==> src/rtl/unidad_carga_almacen.sv <==
// Load/store unit between the core and a fixed-latency data memory.
// Handles byte/half/word loads with extension and sub-word stores via read-modify-write.
module unidad_carga_almacen #(
    parameter int LAT_LECTURA = 2
) (
    input  logic        clk,
    input  logic        rst_n,
    input  logic        inicio,
    input  logic        EscrMemIn,
    input  logic        LeerMemIn,
    input  logic [1:0]  Tam,
    input  logic        SinSigno,
    input  logic [31:0] DirecIn,
    input  logic [31:0] DatoEscr,
    input  logic [31:0] Dataout,
    output logic [31:0] Direc,
    output logic [31:0] Datain,
    output logic        EscrMem,
    output logic        LeerMem,
    output logic [31:0] DatoLeido,
    output logic        ocupado,
    output logic        listo,
    output logic        error_alin
);

    typedef enum logic [1:0] {REPOSO, LECTURA, ESCRITURA, FIN} estado_t;

    localparam logic [2:0] ULTIMO_CICLO = 3'(LAT_LECTURA - 1);

    estado_t     state_reg, state_next;
    logic [31:0] addr_reg;
    logic [31:0] wdata_reg;
    logic [31:0] dato_leido_reg;
    logic [1:0]  tam_reg;
    logic        sin_signo_reg;
    logic        es_carga_reg;
    logic        err_reg;
    logic [2:0]  cnt_reg;

    logic        ilegal;
    logic        fin_lectura;
    logic [7:0]  byte_sel;
    logic [15:0] half_sel;
    logic [31:0] extendido;
    logic [31:0] fusionado;

    assign ilegal = (EscrMemIn == LeerMemIn)
                 || (Tam == 2'b11)
                 || (Tam == 2'b01 && DirecIn[0])
                 || (Tam == 2'b10 && DirecIn[1:0] != 2'b00);

    assign fin_lectura = (state_reg == LECTURA) && (cnt_reg == ULTIMO_CICLO);

    // Lane extraction for loads
    always_comb begin
        byte_sel = Dataout[7:0];
        case (addr_reg[1:0])
            2'd0: byte_sel = Dataout[7:0];
            2'd1: byte_sel = Dataout[15:8];
            2'd2: byte_sel = Dataout[23:16];
            2'd3: byte_sel = Dataout[31:24];
            default: byte_sel = Dataout[7:0];
        endcase
    end

    assign half_sel = addr_reg[1] ? Dataout[31:16] : Dataout[15:0];

    always_comb begin
        extendido = Dataout;
        case (tam_reg)
            2'b00:   extendido = {{24{~sin_signo_reg & byte_sel[7]}}, byte_sel};
            2'b01:   extendido = {{16{~sin_signo_reg & half_sel[15]}}, half_sel};
            default: extendido = Dataout;
        endcase
    end

    // Read-modify-write merge: addressed lanes take store data, the rest keep memory
    generate
        for (genvar gi = 0; gi < 4; gi++) begin : g_carril
            logic       carril_en;
            logic [7:0] carril_dato;
            assign carril_en = (tam_reg == 2'b00) ? (addr_reg[1:0] == 2'(gi))
                                                  : (addr_reg[1] == 1'(gi / 2));
            assign carril_dato = (tam_reg == 2'b00 || (gi % 2) == 0) ? wdata_reg[7:0]
                                                                     : wdata_reg[15:8];
            assign fusionado[8*gi +: 8] = carril_en ? carril_dato : Dataout[8*gi +: 8];
        end
    endgenerate

    always_comb begin
        state_next = state_reg;
        case (state_reg)
            REPOSO: begin
                if (inicio) begin
                    if (ilegal)
                        state_next = FIN;
                    else if (LeerMemIn || Tam != 2'b10)
                        state_next = LECTURA;
                    else
                        state_next = ESCRITURA;
                end
            end
            LECTURA: begin
                if (fin_lectura)
                    state_next = es_carga_reg ? FIN : ESCRITURA;
            end
            ESCRITURA: state_next = FIN;
            FIN:       state_next = REPOSO;
            default:   state_next = REPOSO;
        endcase
    end

    always_ff @(posedge clk) begin
        if (!rst_n) begin
            state_reg      <= REPOSO;
            addr_reg       <= '0;
            wdata_reg      <= '0;
            dato_leido_reg <= '0;
            tam_reg        <= '0;
            sin_signo_reg  <= 1'b0;
            es_carga_reg   <= 1'b0;
            err_reg        <= 1'b0;
            cnt_reg        <= '0;
        end else begin
            state_reg <= state_next;
            case (state_reg)
                REPOSO: begin
                    if (inicio) begin
                        addr_reg      <= DirecIn;
                        wdata_reg     <= DatoEscr;
                        tam_reg       <= Tam;
                        sin_signo_reg <= SinSigno;
                        es_carga_reg  <= LeerMemIn;
                        err_reg       <= ilegal;
                        cnt_reg       <= '0;
                    end
                end
                LECTURA: begin
                    if (fin_lectura) begin
                        if (es_carga_reg)
                            dato_leido_reg <= extendido;
                        else
                            wdata_reg <= fusionado;
                    end else begin
                        cnt_reg <= cnt_reg + 3'd1;
                    end
                end
                default: ;
            endcase
        end
    end

    assign LeerMem    = (state_reg == LECTURA);
    assign EscrMem    = (state_reg == ESCRITURA);
    assign Direc      = (LeerMem || EscrMem) ? {addr_reg[31:2], 2'b00} : 32'd0;
    assign Datain     = EscrMem ? wdata_reg : 32'd0;
    assign DatoLeido  = dato_leido_reg;
    assign ocupado    = (state_reg != REPOSO);
    assign listo      = (state_reg == FIN);
    assign error_alin = listo && err_reg;

endmodule

==> config.mk <==
export PLATFORM = sky130hd
export DESIGN_NAME = unidad_carga_almacen
export DESIGN_NICKNAME = d
export VERILOG_FILES = /design/src/rtl/unidad_carga_almacen.sv
export SDC_FILE = /design/constraint.sdc
export NUM_CORES = 1
export LEC_CHECK = 0
export CORE_UTILIZATION = 49
export CTS_CLUSTER_DIAMETER = 30
export DETAILED_ROUTE_END_ITERATION = 16
export MAX_ROUTING_LAYER = met4
export PLACE_DENSITY_LB_ADDON = 0.3
export SYNTH_ARGS = -nofsm -noshare
export SYNTH_HDL_FRONTEND = slang
export SYNTH_SLANG_ARGS = --single-unit
==> constraint.sdc <==
create_clock -name clk -period 5.77 [get_ports clk]
set_clock_uncertainty 0.05 [all_clocks]
set_input_delay 0.8655 -clock clk [delete_from_list [all_inputs] [get_ports clk]]
set_output_delay 0.8655 -clock clk [all_outputs]
set_load 0.02 [all_outputs]
### Word level (Yosys, flattened, before mapping)

Index checks and enable logic that the tools add are counted.

| storage, ports and cells | value |
|---|---|
| register bits after elaboration | 106 |
| bits of input ports | 104 |
| output and inout bits | 101 |
| logic and storage cells | 81 |

| cells by class | value |
|---|---|
| add/sub/neg operators | 1 |
| equality and inequality tests | 18 |
| multiplexer cells | 27 |
| bitwise gates (word level) | 4 |
| reductions and logical operators | 21 |

Operator list:

| operator | count |
|---|---|
| $mux 32 | 5 |
| $pmux 32 s2 | 2 |
| $mux 8 | 5 |
| $pmux 8 s4 | 1 |
| $mux 16 | 1 |
| $eq 2x2->1 const B | 6 |
| $ne 2x2->1 const B | 5 |
| $eq 2x1->1 const B | 4 |
| $mux 2 | 4 |
| $pmux 2 s4 | 1 |
| $logic_not 2->1 | 3 |
| $mux 3 | 2 |
| $pmux 3 s2 | 1 |
| $reduce_and 3->1 | 2 |
| $reduce_bool 2->1 | 3 |
| $logic_or 1x1->1 | 5 |
| $mux 1 | 5 |
| $reduce_and 5->1 | 1 |
| $logic_and 1x1->1 | 4 |
| $reduce_and 2->1 | 2 |
| $reduce_and 4->1 | 1 |
| $add 3x1->3 const B | 1 |
| $eq 3x1->1 const B | 1 |
| $and 1x1->1 | 2 |
| 3 further kinds | 4 |

### Logic depth before layout (Yosys ltp)

Gate-level depths: netlist of the first run.

| logic depth | value |
|---|---|
| word-level depth | 7 |
| mapped depth | 8 |
| mapped depth without buffers | 6 |

### Least setup slack after synthesis of the first run

OpenSTA, ideal clock, no wires.

| timing | value |
|---|---|
| path type | register -> output |
| start point | register state_reg[0] |
| end point | output port Datain[10] |
| arrival time | 1.247 ns |
| data required time | 4.854 ns |
| setup slack | 3.607 ns |
| cell stages (with the launch flop) | 5 |
| buffers on the path | 1 |
| path through | dfxtp_1 inv_1 ha_1 clkbuf_1 and2_1 |

| on the way | value |
|---|---|
| cells in the longest elaborated chain, start to end | 2 |

RTL lines:

| what | line | text |
|---|---|---|
| from (decl) | 30 | `estado_t state_reg, state_next;` |
| from (signal assigned) | 125 | `state_reg <= state_next;` |
| $eq 2x2->1 | 154 | `assign EscrMem = (state_reg == ESCRITURA);` |
| net EscrMem | 18 | `output logic EscrMem,` |
| $mux 32 | 156 | `assign Datain = EscrMem ? wdata_reg : 32'd0;` |
| to (decl) | 17 | `output logic [31:0] Datain,` |

The timed path passes the listed nets, and every way through them passes these cells.

### Worst setup path after layout of the first run

| timing | value |
|---|---|
| start point | register state_reg[1] |
| end point | register dato_leido_reg[27] (netlist: DatoLeido[27]) |

| on the way | value |
|---|---|
| cells in the longest elaborated chain, start to end | 3 |

RTL lines:

| what | line | text |
|---|---|---|
| $eq 2x1->1 (*) | 52, 126 |  |
| $logic_and 1x1->1 | 52 | `assign fin_lectura = (state_reg == LECTURA) && (cnt_reg == ULTIMO_CICLO);` |
| $reduce_and 3->1 (no line) (*) | n/a |  |
| to (signal assigned) | 141 | `dato_leido_reg <= extendido;` |
| to (decl) | 33 | `logic [31:0] dato_leido_reg;` |

Mark *: on every way between the ends. The rest lies on a longest branch, timed or not.
A chain may end at the register's enable or synchronous reset.

==> results of run 1 <==
==> per-stage QoR <==
step,cell area [um^2],hold slack (ns),setup WS [ns],total power [mW]
CTS,7880,0.415,2.25,2.79
finish,7880,0.413,2.16,2.78
detailed placement,7590,0.398,2.27,2.19
global route,7880,0.430,1.90,2.95
floorplan,5620,0.384,3.61,1.77
global placement,7590,0.389,2.55,2.14
==> how the worst min path moves through the flow <==
stage / startpoint / to / depth (start not counted)
6_report: addr_reg[15] / addr_reg[15] / 2
5_1_grt: wdata_reg[26] / wdata_reg[26] / 1
4_1_cts: wdata_reg[22] / wdata_reg[22] / 1
3_5_place_dp: wdata_reg[22] / wdata_reg[22] / 1
3_3_place_gp: wdata_reg[31] / wdata_reg[31] / 1
2_1_floorplan: wdata_reg[16] / wdata_reg[16] / 1
==> area by class of cell <==
class,instances,area (um^2),area share (%)
timing repair buffer,207,2050,26.1
inverter,16,60.1,0.762
sequential,106,2120,26.9
clock buffer,12,267,3.38
multi-input combinational,505,3180,40.3
tap,140,175,2.22
clock inverter,3,23.8,0.302
==> layer usage <==
layer,track usage (%),share of wire (%),routed length (um)
met1,41.7,43,7890
met2,49.9,47,8640
met3,6.04,7.6,1410
met4,14.6,3.3,610
met5,-,0,0
==> cells by family after synthesis <==
| family | after synthesis |
|---|---|
| AO/OA/AOI/OAI | 232 |
| XOR/XNOR | 2 |
| adder cells (fa/ha/maj) | 7 |
| buffers and inverters | 76 |
| flip-flops | 106 |
| multiplexers | 19 |
| other | 1 |
| AND/OR/NAND/NOR | 243 |
==> worst max-delay path, stage by stage, from the launching register on <==
cell and delay (ns):
sky130_fd_sc_hd__dfxtp_1 0.35, sky130_fd_sc_hd__inv_1 0.13, sky130_fd_sc_hd__ha_2 0.93, sky130_fd_sc_hd__and3_1 1.09, sky130_fd_sc_hd__a21boi_2 0.71, sky130_fd_sc_hd__a21oi_1 0.16
==> cells in the mapped netlist, types with 3 or more instances <==
master                     instances  share of area, %
sky130_fd_sc_hd__a21oi_1          42               3.7
sky130_fd_sc_hd__o211a_1           9               1.6
sky130_fd_sc_hd__mux2i_1          17               3.0
sky130_fd_sc_hd__clkinv_1          3              0.20
sky130_fd_sc_hd__or2_2            24               2.7
sky130_fd_sc_hd__o21ai_0          50               4.5
sky130_fd_sc_hd__o21a_1            9               1.2
sky130_fd_sc_hd__nand3_1          14               1.2
sky130_fd_sc_hd__nor2_1            6              0.40
sky130_fd_sc_hd__buf_1             3              0.20
sky130_fd_sc_hd__nor2b_1           5              0.56
sky130_fd_sc_hd__clkbuf_1         44               2.9
sky130_fd_sc_hd__dfxtp_1         106                38
sky130_fd_sc_hd__o32ai_1           6              0.94
sky130_fd_sc_hd__buf_4             5              0.67
sky130_fd_sc_hd__a22o_1            9               1.4
sky130_fd_sc_hd__a32o_1           24               4.3
sky130_fd_sc_hd__o211ai_1         17               2.3
sky130_fd_sc_hd__a22oi_1           8               1.1
sky130_fd_sc_hd__inv_1            13              0.87
sky130_fd_sc_hd__a31oi_1           9               1.0
sky130_fd_sc_hd__nand2_1         116               7.8
sky130_fd_sc_hd__ha_1              7               1.6
sky130_fd_sc_hd__a21boi_0         36               4.8
sky130_fd_sc_hd__and2_1           67               7.5
sky130_fd_sc_hd__a311oi_1          6              0.94
sky130_fd_sc_hd__buf_2             7              0.62
==> power groups by stage <==
stage / clock network [mW] / logic (mW) / registers, mW
after global routing: 0.637 / 1.27 / 1.04
final: 0.594 / 1.17 / 1.02
after CTS: 0.606 / 1.17 / 1.01
after detailed placement: 0 / 1.16 / 1.03
after floorplan: 0 / 0.792 / 0.978
after global placement: 0 / 1.12 / 1.02
==> results list, run 1 <==
* Critical path data arrival time: 3.74 ns
- The internal portion of the total power is approximately 1.7 mW.
- Fraction of power consumed by sequential logic: 36.6%
* IO Port Bufs: roughly 200
- Vias after detailed routing: 5,803
- The initial utilization of the core area, before any placement, comes to 51.1%.
- The tool flagged a number of max-cap violations equal to 0.
* Largest family of logic cells by synthesized area: compound AO/OA/AOI/OAI gates
- Async set or reset register ratio after synthesis: 0%
- From left edge to right edge, the die measures 109 um.
* Hold buffer count at CTS: 0
- The number of hold violations in the final report was 0.
* Synth-to-Final Area Change: 40.4%
- For this run, the top clock speed supported by timing is 277 MHz.
* Start of the worst register-to-register path: state_reg[1]
- Relative slew margins: ~12%
- Kind of path behind the tightest hold check: register to register
- 205 I/O pins were placed.
- Post-route core utilization: between 70% and 80%
- Number of flops mapped to enable cells by yosys: 0
* Unrepaired setup endpoints after global routing: no
- Pin count of the biggest net entering global routing: 84
- For the worst flop-to-flop path, the logic depth is 5.
- Along the worst path, the maximum fanout reaches 59.
* Synthesized-area fraction occupied by adder cells: 1.56%
* Antenna diode count: 0
- VDD sags by at most 0.000250 V.
- The first detailed-routing pass took 6 iterations.
- Setup slack on the worst reg-to-reg path comes out at 2.16 ns.
- Count of different cell masters after synthesis: 47
* Most common library cell in the layout ignoring fill and taps: sky130_fd_sc_hd__clkdlybuf4s50_1
- Setup TNS: 0 ns
* Worst-Margin Slew: 1.31 ns
- Clock Root Buffer: sky130_fd_sc_hd__clkbuf_16
- CTS saw 106 sinks.
* TritonCTS buffer count: 9
- Data on the critical path is required at its endpoint by 5.91 ns.
* Class of the most critical setup path: register to register
- First element of the critical path: state_reg[1]
- Of the total power, combinational logic draws 42.1%.
* Highest-count cells in the layout ignoring fill and taps: 201 x sky130_fd_sc_hd__clkdlybuf4s50_1, 116 x sky130_fd_sc_hd__nand2_1, 106 x sky130_fd_sc_hd__dfxtp_1, 67 x sky130_fd_sc_hd__and2_1, 50 x sky130_fd_sc_hd__o21ai_0
* Post-detailed-route count of antenna-violating nets: 0
- Final period utilization: 62.5%
- Shortest period the worst path allows: 3.61 ns
- In this run the power density over the cells is roughly 350 nW/um^2.
- Synthesis produced a netlist whose cell count is 686.
- The later pin in the worst-skew pair is clocked with a latency of 0.34 ns.
* Nets@finish: about 960
* Part of the power in the clock network: between 20% and 30%
- After floorplanning, the core was divided into 38 placement rows.
- Global routing consumed, over all layers together, 32.6% of the routing resources.
- The number of antenna violations at the first check in global routing came to 0.
* Final Slew Violations: 0
* Mux cell area share after synthesis: 3.83%
- The analysis attributes to net switching a power of 1.07 mW.
- The wire-length estimate of the detail-placed layout is 13.4 mm.
- The number of setup buffers added after CTS is 0.
* Ys Warns: 0
- Setup violations remaining at the end of the flow were counted as 0.
* Crit path capture type: register
- LEAKAGE: between 2 and 3 nW
- The flow ran to the end, and the final reports show no timing, DRC or antenna violations.
- Averaged over all synthesized cells, the footprint is 8.18 um^2.
* Global-route wire length before repair: 29.1 mm
- The synthesized design contains 106 register bits.
* Critical R2R Capture: DatoLeido[27]
- The clock passes through at most 2 buffers.
- CTS tree: yes
* CTS clk-pin slew, worst paths: approximately 0.07 ns
- The detailed router finished its first iteration with 476 violations.
- Most used flip-flop cell after synthesis: sky130_fd_sc_hd__dfxtp_1
- Fraction of layout cells with a size suffix above 1: 6.12%
- The number of global-route vias before repair was roughly 5,700.
* Post-DR wirelength/cell: 18.8 um
- Number of gates resized after cts: 0
- The core region is approximately 11,000 um^2.
- Number of fill cells: about 860
- Register area share after synthesis: 37.8%
- After Yosys synthesis, and, or, nand and nor cells account for 21.6% of the synthesized area.
- Ratio of routed vias to standard cells: 5.87
- Total detailed-routing wirelength: between 15 and 20 mm
- The die covers 11,900 um^2.
- STA classifies the critical path startpoint as a register.
- Final GP Congestion: 0.901
* Fraction of the mapped netlist area in compound gates: about 30%
* Net switching fraction of the power: 38.3%
- Capturing instance or port of the critical path: DatoLeido[27]
* Drc violations: 0
* GRT overflow: 0
- Xor and xnor fraction of the mapped netlist area: 0.312%
* Maximum level of the CTS H-tree: 3
* Synthesized cell area: 5610 um^2
- Die Y-Extent: approximately 110 um
- Including well taps, the total number of placed cells is 974.
- Non-filler cells, final: 989
(Power assumes the default switching activity.)
==> inputs of run 2 (changes only) <==
--- a/config.mk
+++ b/config.mk
@@ -5,7 +5,7 @@
 export SDC_FILE = /design/constraint.sdc
 export NUM_CORES = 1
 export LEC_CHECK = 0
-export CORE_UTILIZATION = 49
+export CORE_UTILIZATION = 41
 export CTS_CLUSTER_DIAMETER = 30
 export DETAILED_ROUTE_END_ITERATION = 16
 export MAX_ROUTING_LAYER = met4
==> constraint.sdc (replaced) <==
create_clock -name clk -period 2.96 [get_ports clk]
set_clock_uncertainty 0.05 [all_clocks]
set_input_delay 0.444 -clock clk [delete_from_list [all_inputs] [get_ports clk]]
set_output_delay 0.444 -clock clk [all_outputs]
set_load 0.02 [all_outputs]
==> run 2 against run 1 <==
Largest cell class unchanged. Register-to-register slack got worse by 1.5 ns. Via count about the same. Critical endpoint is now Direc[14]. Combinational power increased by 99%. Utilization decreased by 11 points. Routed wire length increased by 2.2%. Total power increased by 97%. Global-route usage decreased by 5.2 points. Worst hold slack got worse by 0.028 ns. Worst setup slack got worse by 1.9 ns. Final area increased by 1.8%. Critical path depth unchanged.
==> results list, run 2 (synthesis gave the netlist of run 1 again) <==
- The worst register-to-register path ends at cnt_reg[1].
* Die Y-Extent: 119 um
- Counting cells, the worst reg-to-reg path comes to 7.
- Pwr Density: between 600 and 700 nW/um^2
- Post-DR wirelength/cell: roughly 18 um
* Number of buffers inserted to repair setup after CTS: 0
* Final GP Congestion: 0.908
- The die covers approximately 14,000 um^2.
- In this run the horizontal extent of the chip is 119 um.
- Number of violations of the max-capacitance limit: 0
- For this configuration, the core starts out at a cell density of ~42%.
* Hold violation total from the final report: 0
- Once detail routing completed, the nets flagged for antenna violations numbered 0.
- In this run the number of H-tree levels came out at 3.
- After detailed routing, the number of vias per cell comes to 5.59.
- The run finished with clean final reports.
- Summed over all failing endpoints, the final setup total negative slack is 0 ns.
- Unrepaired setup endpoints after global routing: no
* Slowest cell on the critical path: sky130_fd_sc_hd__clkdlybuf4s50_1
- The routed layout has 5,806 vias.
- Number of antenna violations at the first check in global routing: 0
- The repair_antennas step left the layout with diodes totalling 0.
- The critical path starts at state_reg[1].
- For this run, the post-layout net count is 968.
- Final period utilization: 92.1%
- Number of fill cells: 1,147
- Highest attainable clock frequency: about 370 MHz
- STA classifies the critical path startpoint as a register.
- Compared with the post-synthesis result, the final layout area differs by 42.8%.
* Seq. cell area: 2120 um^2
- The worst register-to-register path begins at state_reg[1].
* LEAKAGE: 2.96 nW
* Worst-Margin Slew: between 0.9 and 1 ns
- The critical path in this run is classified as register to output port.
- The most critical setup path has its endpoint at Direc[14].
- On the worst path, the slowest cell contributes a delay of 0.62 ns.
- Shortest period the worst path allows: 2.73 ns
* Crit path capture type: output port
- Floorplan core area: 13,300 um^2
- Final Slew Violations: 0
- Most common library cell in the layout ignoring fill and taps: sky130_fd_sc_hd__clkdlybuf4s50_1
- Hold repair after CTS inserted 0 buffers.
- CTS tree: yes
* Worst skew pair latency: 0.36 ns
- Setup violations remaining at the end of the flow were counted as 0.
* Fraction of layout cells with a size suffix above 1: 7.66%
- Walking the worst path, the cells encountered are inv_1 -> ha_1 -> buf_4 -> and2_1 -> clkdlybuf4s50_1.
- Critical path data arrival time: 2.23 ns
- Measured against its own limit, the worst slew margin works out to 34.0%.
- VDD sags by at most 0.000292 V.
- Number of gates resized after cts: 0
- Once placement completed, the tool counted placed cells totaling 1,022.
* Multi-input gate area in the final layout: between 3000 and 4000 um^2
- Kind of path behind the tightest hold check: input pin to register
- The worst register-to-register path has a setup slack of 0.63 ns.
- I/O pin total: 205
- Clock sinks: 106
- After the flow finishes, the layout carries non-filler instances totaling 1,038.
* Highest-count cells in the layout ignoring fill and taps: 201 x sky130_fd_sc_hd__clkdlybuf4s50_1, 116 x sky130_fd_sc_hd__nand2_1, 106 x sky130_fd_sc_hd__dfxtp_1, 67 x sky130_fd_sc_hd__and2_1, 50 x sky130_fd_sc_hd__o21ai_0
* Site row count: 42
* CTS clk-pin slew, worst paths: roughly 0.07 ns
* Drc violations: 0
- GRT overflow: 0
- Cells fill 60.3% of the core in the end.
- The final layout contains routed wiring with a total length of 18.9 mm.
- Across every metal layer, demand over resource in global routing totals a little over a quarter.
* Detailed Routing Iterations Pass 1: 5
* Global-route wire length before repair: ~30 mm
- In this run the worst path has a maximum fanout of 31.
* Initial DRC Count: between 400 and 500
- The cell sitting at the root of the clock tree is a sky130_fd_sc_hd__clkbuf_16.
- Placed wire-length estimate: 14.0 mm
- Vias in the first global route: 5,615
- Required time at the worst-slack endpoint: 2.47 ns
- Entering global routing, the biggest net connects 41 pins.
- IO Port Bufs: 202
- TritonCTS created 9 clock buffers.
- Overall power consumption after layout is estimated at 5.50 mW.
- The clock passes through at most 2 buffers.
[run 2: critical path: cells and delay by family, from the launching register on]
kind          cells  cell delay [ns]
buf+inv           3             0.99
fa+ha+maj         1             0.30
flops             1             0.39
simple gates      1             0.20
[run 2: power by group]
group	internal [mW]	switching, mW	total [mW]
Sequential	1.73	0.261	2.00
Combinational	1.02	1.31	2.33
Clock	0.620	0.555	1.17
[run 2: cell type report]
class | count | share of cell area (%)
Timing Repair Buffer | 219 | 26.7
Multi-Input combinational cell | 505 | 39.7
Inverter | 16 | 0.749
Clock buffer | 11 | 3.15
Tap cell | 176 | 2.75
Sequential cell | 106 | 26.5
Clock inverter | 5 | 0.484
[run 2: through the flow]
| step | setup slack, ns | hold slack [ns] | cell area (um^2) |
|---|---|---|---|
| 2_1_floorplan | 0.978 | 0.384 | 5620 |
| 3_3_place_gp | 0.538 | 0.393 | 7720 |
| 3_5_place_dp | 0.409 | 0.397 | 7720 |
| 4_1_cts | 0.0244 | 0.381 | 8020 |
| 5_1_grt | 0.120 | 0.389 | 8020 |
| 6_report | 0.235 | 0.385 | 8020 |
[run 2: layer usage]
| layer | up-vias | GRT usage [%] | wire (um) |
|---|---|---|---|
| met5 | - | - | 0 |
| met2 | 272 | 44.0 | 8940 |
| met4 | 0 | 12.0 | 603 |
| met1 | 2734 | 33.8 | 8040 |
| li1 | 2758 | - | - |
| met3 | 42 | 4.69 | 1360 |
[run 2: worst min-delay path by stage]
stage	start	end	cells after the start
3_3_place_gp	wdata_reg[31]	wdata_reg[31]	1
2_1_floorplan	wdata_reg[16]	wdata_reg[16]	1
5_1_grt	rst_n	wdata_reg[2]	2
4_1_cts	rst_n	wdata_reg[3]	2
6_report	rst_n	wdata_reg[2]	2
3_5_place_dp	wdata_reg[17]	wdata_reg[17]	1
==> inputs of run 3 (changes only) <==
--- a/config.mk
+++ b/config.mk
@@ -9,7 +9,7 @@
 export CTS_CLUSTER_DIAMETER = 30
 export DETAILED_ROUTE_END_ITERATION = 16
 export MAX_ROUTING_LAYER = met4
-export PLACE_DENSITY_LB_ADDON = 0.3
+export PLACE_DENSITY = 0.87
 export SYNTH_ARGS = -nofsm -noshare
 export SYNTH_HDL_FRONTEND = slang
 export SYNTH_SLANG_ARGS = --single-unit
==> run 3 against run 2 <==
Fmax grew 3.0%. Register-to-register slack lost 0.28 ns. Critical path depth shrank 1. Worst hold slack gained 0.0025 ns. Total power grew 2.1%. Non-clock buffer count grew 3. Cell count grew 0.29%. Global-route usage shrank 1.8 points. Via count shrank 0.52%. Largest cell class unchanged. Final area grew 0.64%.
==> results list, run 3 (synthesis gave the netlist of run 1 again) <==
- Outcome: finished, final reports clean
- Setup TNS: 0 ns
- The floorplan step set the die height to 119 um.
- Clock tree synthesis found a total of 106 sinks.
* Antenna diode count: 0
- LEAKAGE: 2.99 nW
* Shortest period the worst path allows: 2.65 ns
- Total detailed-routing wirelength: 17.7 mm
* Clock Root Buffer: sky130_fd_sc_hd__clkbuf_16
* Floorplan core area: ~13,000 um^2
- Required time at the worst-slack endpoint: 2.47 ns
- Entering global routing, the biggest net connects between 50 and 60 pins.
- Cells fill 60.7% of the core in the end.
* Overall track demand over capacity in global routing: about 26%
- Detailed Routing Iterations Pass 1: 5
- Number of antenna violations at the first check in global routing: 0
- Once placement completed, the tool counted placed cells totaling 1,025.
- Initial DRC Count: about 600
- The worst setup path is captured at an output port.
- Placed wire-length estimate: ~13 mm
- After layout, the design draws a total of 5.61 mW.
- The number of global-route vias before repair was 5,391.
- Critical R2R Capture: wdata_reg[27]
- From synthesis to final layout, the design area changed by 43.8%.
- TritonCTS built the clock tree.
* Maximum level of the CTS H-tree: 3
* Post-DR wirelength/cell: 17.0 um
- The congestion estimate from routability-driven global placement came to roughly 0.89.
* I/O pin total: 205
- Width of the die: 119 um
- The die covers 14,200 um^2.
* Fraction of layout cells with a size suffix above 1: roughly 8%
- After detailed placement, the total cell area comes to 7750 um^2.
- Drc violations: 0
* Non-filler cells, final: 1,041
- Most common library cell in the layout ignoring fill and taps: sky130_fd_sc_hd__clkdlybuf4s50_1
- Number of gates resized after cts: 0
- Number of fill cells: 1,127
- Number of buffers inserted to repair setup after CTS: 0
- For the pin with the worst max-slew slack, the measured transition is ~0.91 ns.
- Slowest cell on the critical path: sky130_fd_sc_hd__clkdlybuf4s50_1
* Final worst slack: 0.313 ns
- Unrepaired setup endpoints after global routing: no
* Kind of path behind the tightest hold check: input pin to register
- Worst skew pair latency: about 0.36 ns
- For this run, the slowest stage of the critical path takes roughly 0.60 ns.
* Hold violation total from the final report: 0
- In this run the register-to-register setup slack is 0.35 ns.
- Launching element type of the critical path: register
- The count of buffers added on input and output ports is between 200 and 250.
* Initial Util: 42.2%
* Start of the worst register-to-register path: state_reg[1]
* Site row count: 42
* Relative slew margins: about two fifths
- Data on the critical path arrives at its endpoint at 2.15 ns.
* CP Cell Sequence: inv_1 -> ha_2 -> and2_1 -> clkdlybuf4s50_1
- Global-route wire length before repair: 27.9 mm
- In this run the power density over the cells is 695 nW/um^2.
- Based on the critical path, the design can be clocked at up to roughly 380 MHz.
- For this block, the via count after detailed routing is 5,776.
* Hold Path Origin: rst_n
* Total of endpoints with negative setup slack in the final report: 0
* CTS clk-pin slew, worst paths: 0.07 ns
* Peak supply drop: 0.000381 V
- After global routing the overflow that remains totals 0.
- In this run, CTS created clock tree buffers numbering 9.
- The worst setup path is of the register to output port kind.
- Leaving out fill and tap cells, the most frequent cells in the layout are 201 x sky130_fd_sc_hd__clkdlybuf4s50_1, 116 x sky130_fd_sc_hd__nand2_1, 106 x sky130_fd_sc_hd__dfxtp_1, 67 x sky130_fd_sc_hd__and2_1, 50 x sky130_fd_sc_hd__o21ai_0.
- Hold Slack: 0.388 ns
- The number of cells on the worst reg-to-reg path is 6.
- Hold buffer count at CTS: 0
- Counting instances, the worst hold path has a depth of 2.
- Maximum clock path buffer count: 2
- Final Slew Violations: 0
- The detail route stage leaves a number of antenna-violating nets equal to 0.
- In the routed layout, each cell is associated on average with a via count of 5.55.
- Nets@finish: 971
- At the placement stage, the worst setup path has a slack of 0.384 ns.
* Final period utilization: 89.4%
* Maximum net fanout on the critical path: 34
- Across the run, the number of max-cap violations was 0.
- Summing all non-filler instances in the final layout gives an area of 8070 um^2.
- The worst hold path terminates at wdata_reg[1].
## run 3: critical path, delay by kind of cell, from the launching register on
kind                     cells  cell delay, ns
flip-flops                   1            0.33
buffers and inverters        2            0.73
AND/OR/NAND/NOR              1            0.21
adder cells (fa/ha/maj)      1            0.50
## run 3: layer usage
layer  vias to the layer above  global-route usage [%]  part of all wire (%)
li1                       2771                       -                     -
met3                        44                    4.98                   8.2
met5                         -                       -                     0
met1                      2682                    32.7                    43
met2                       279                    39.4                    46
met4                         0                    11.2                   3.0
## run 3: where the power goes
group / total, mW / internal (mW) / leakage (nW) / switching (mW)
Clock: 1.29 / 0.762 / 0.156 / 0.533
Sequential: 1.99 / 1.73 / 0.865 / 0.253
Combinational: 2.33 / 1.03 / 1.97 / 1.30
## run 3: area by class of cell
| cell class | instances | area [um^2] | share of cell area [%] |
|---|---|---|---|
| Clock buffer | 11 | 243 | 3.01 |
| Clock inverter | 5 | 77.6 | 0.961 |
| Timing Repair Buffer | 222 | 2170 | 26.9 |
| Inverter | 16 | 60.1 | 0.744 |
| Multi-Input combinational cell | 505 | 3180 | 39.4 |
| Sequential cell | 106 | 2120 | 26.3 |
| Tap cell | 176 | 220 | 2.73 |
## run 3: worst max-delay path by stage
| stage | from | end | slack, ns | cells after the start |
|---|---|---|---|---|
| finish | state_reg[0] | Datain[30] | 0.31 | 4 |
| global route | state_reg[1] | wdata_reg[20] | 0.14 | 6 |
| CTS | state_reg[0] | Datain[16] | 0.004 | 4 |
| detailed placement | state_reg[0] | Datain[16] | 0.38 | 4 |
| global placement | state_reg[0] | Datain[24] | 0.50 | 4 |
| floorplan | state_reg[1] | wdata_reg[12] | 0.98 | 8 |
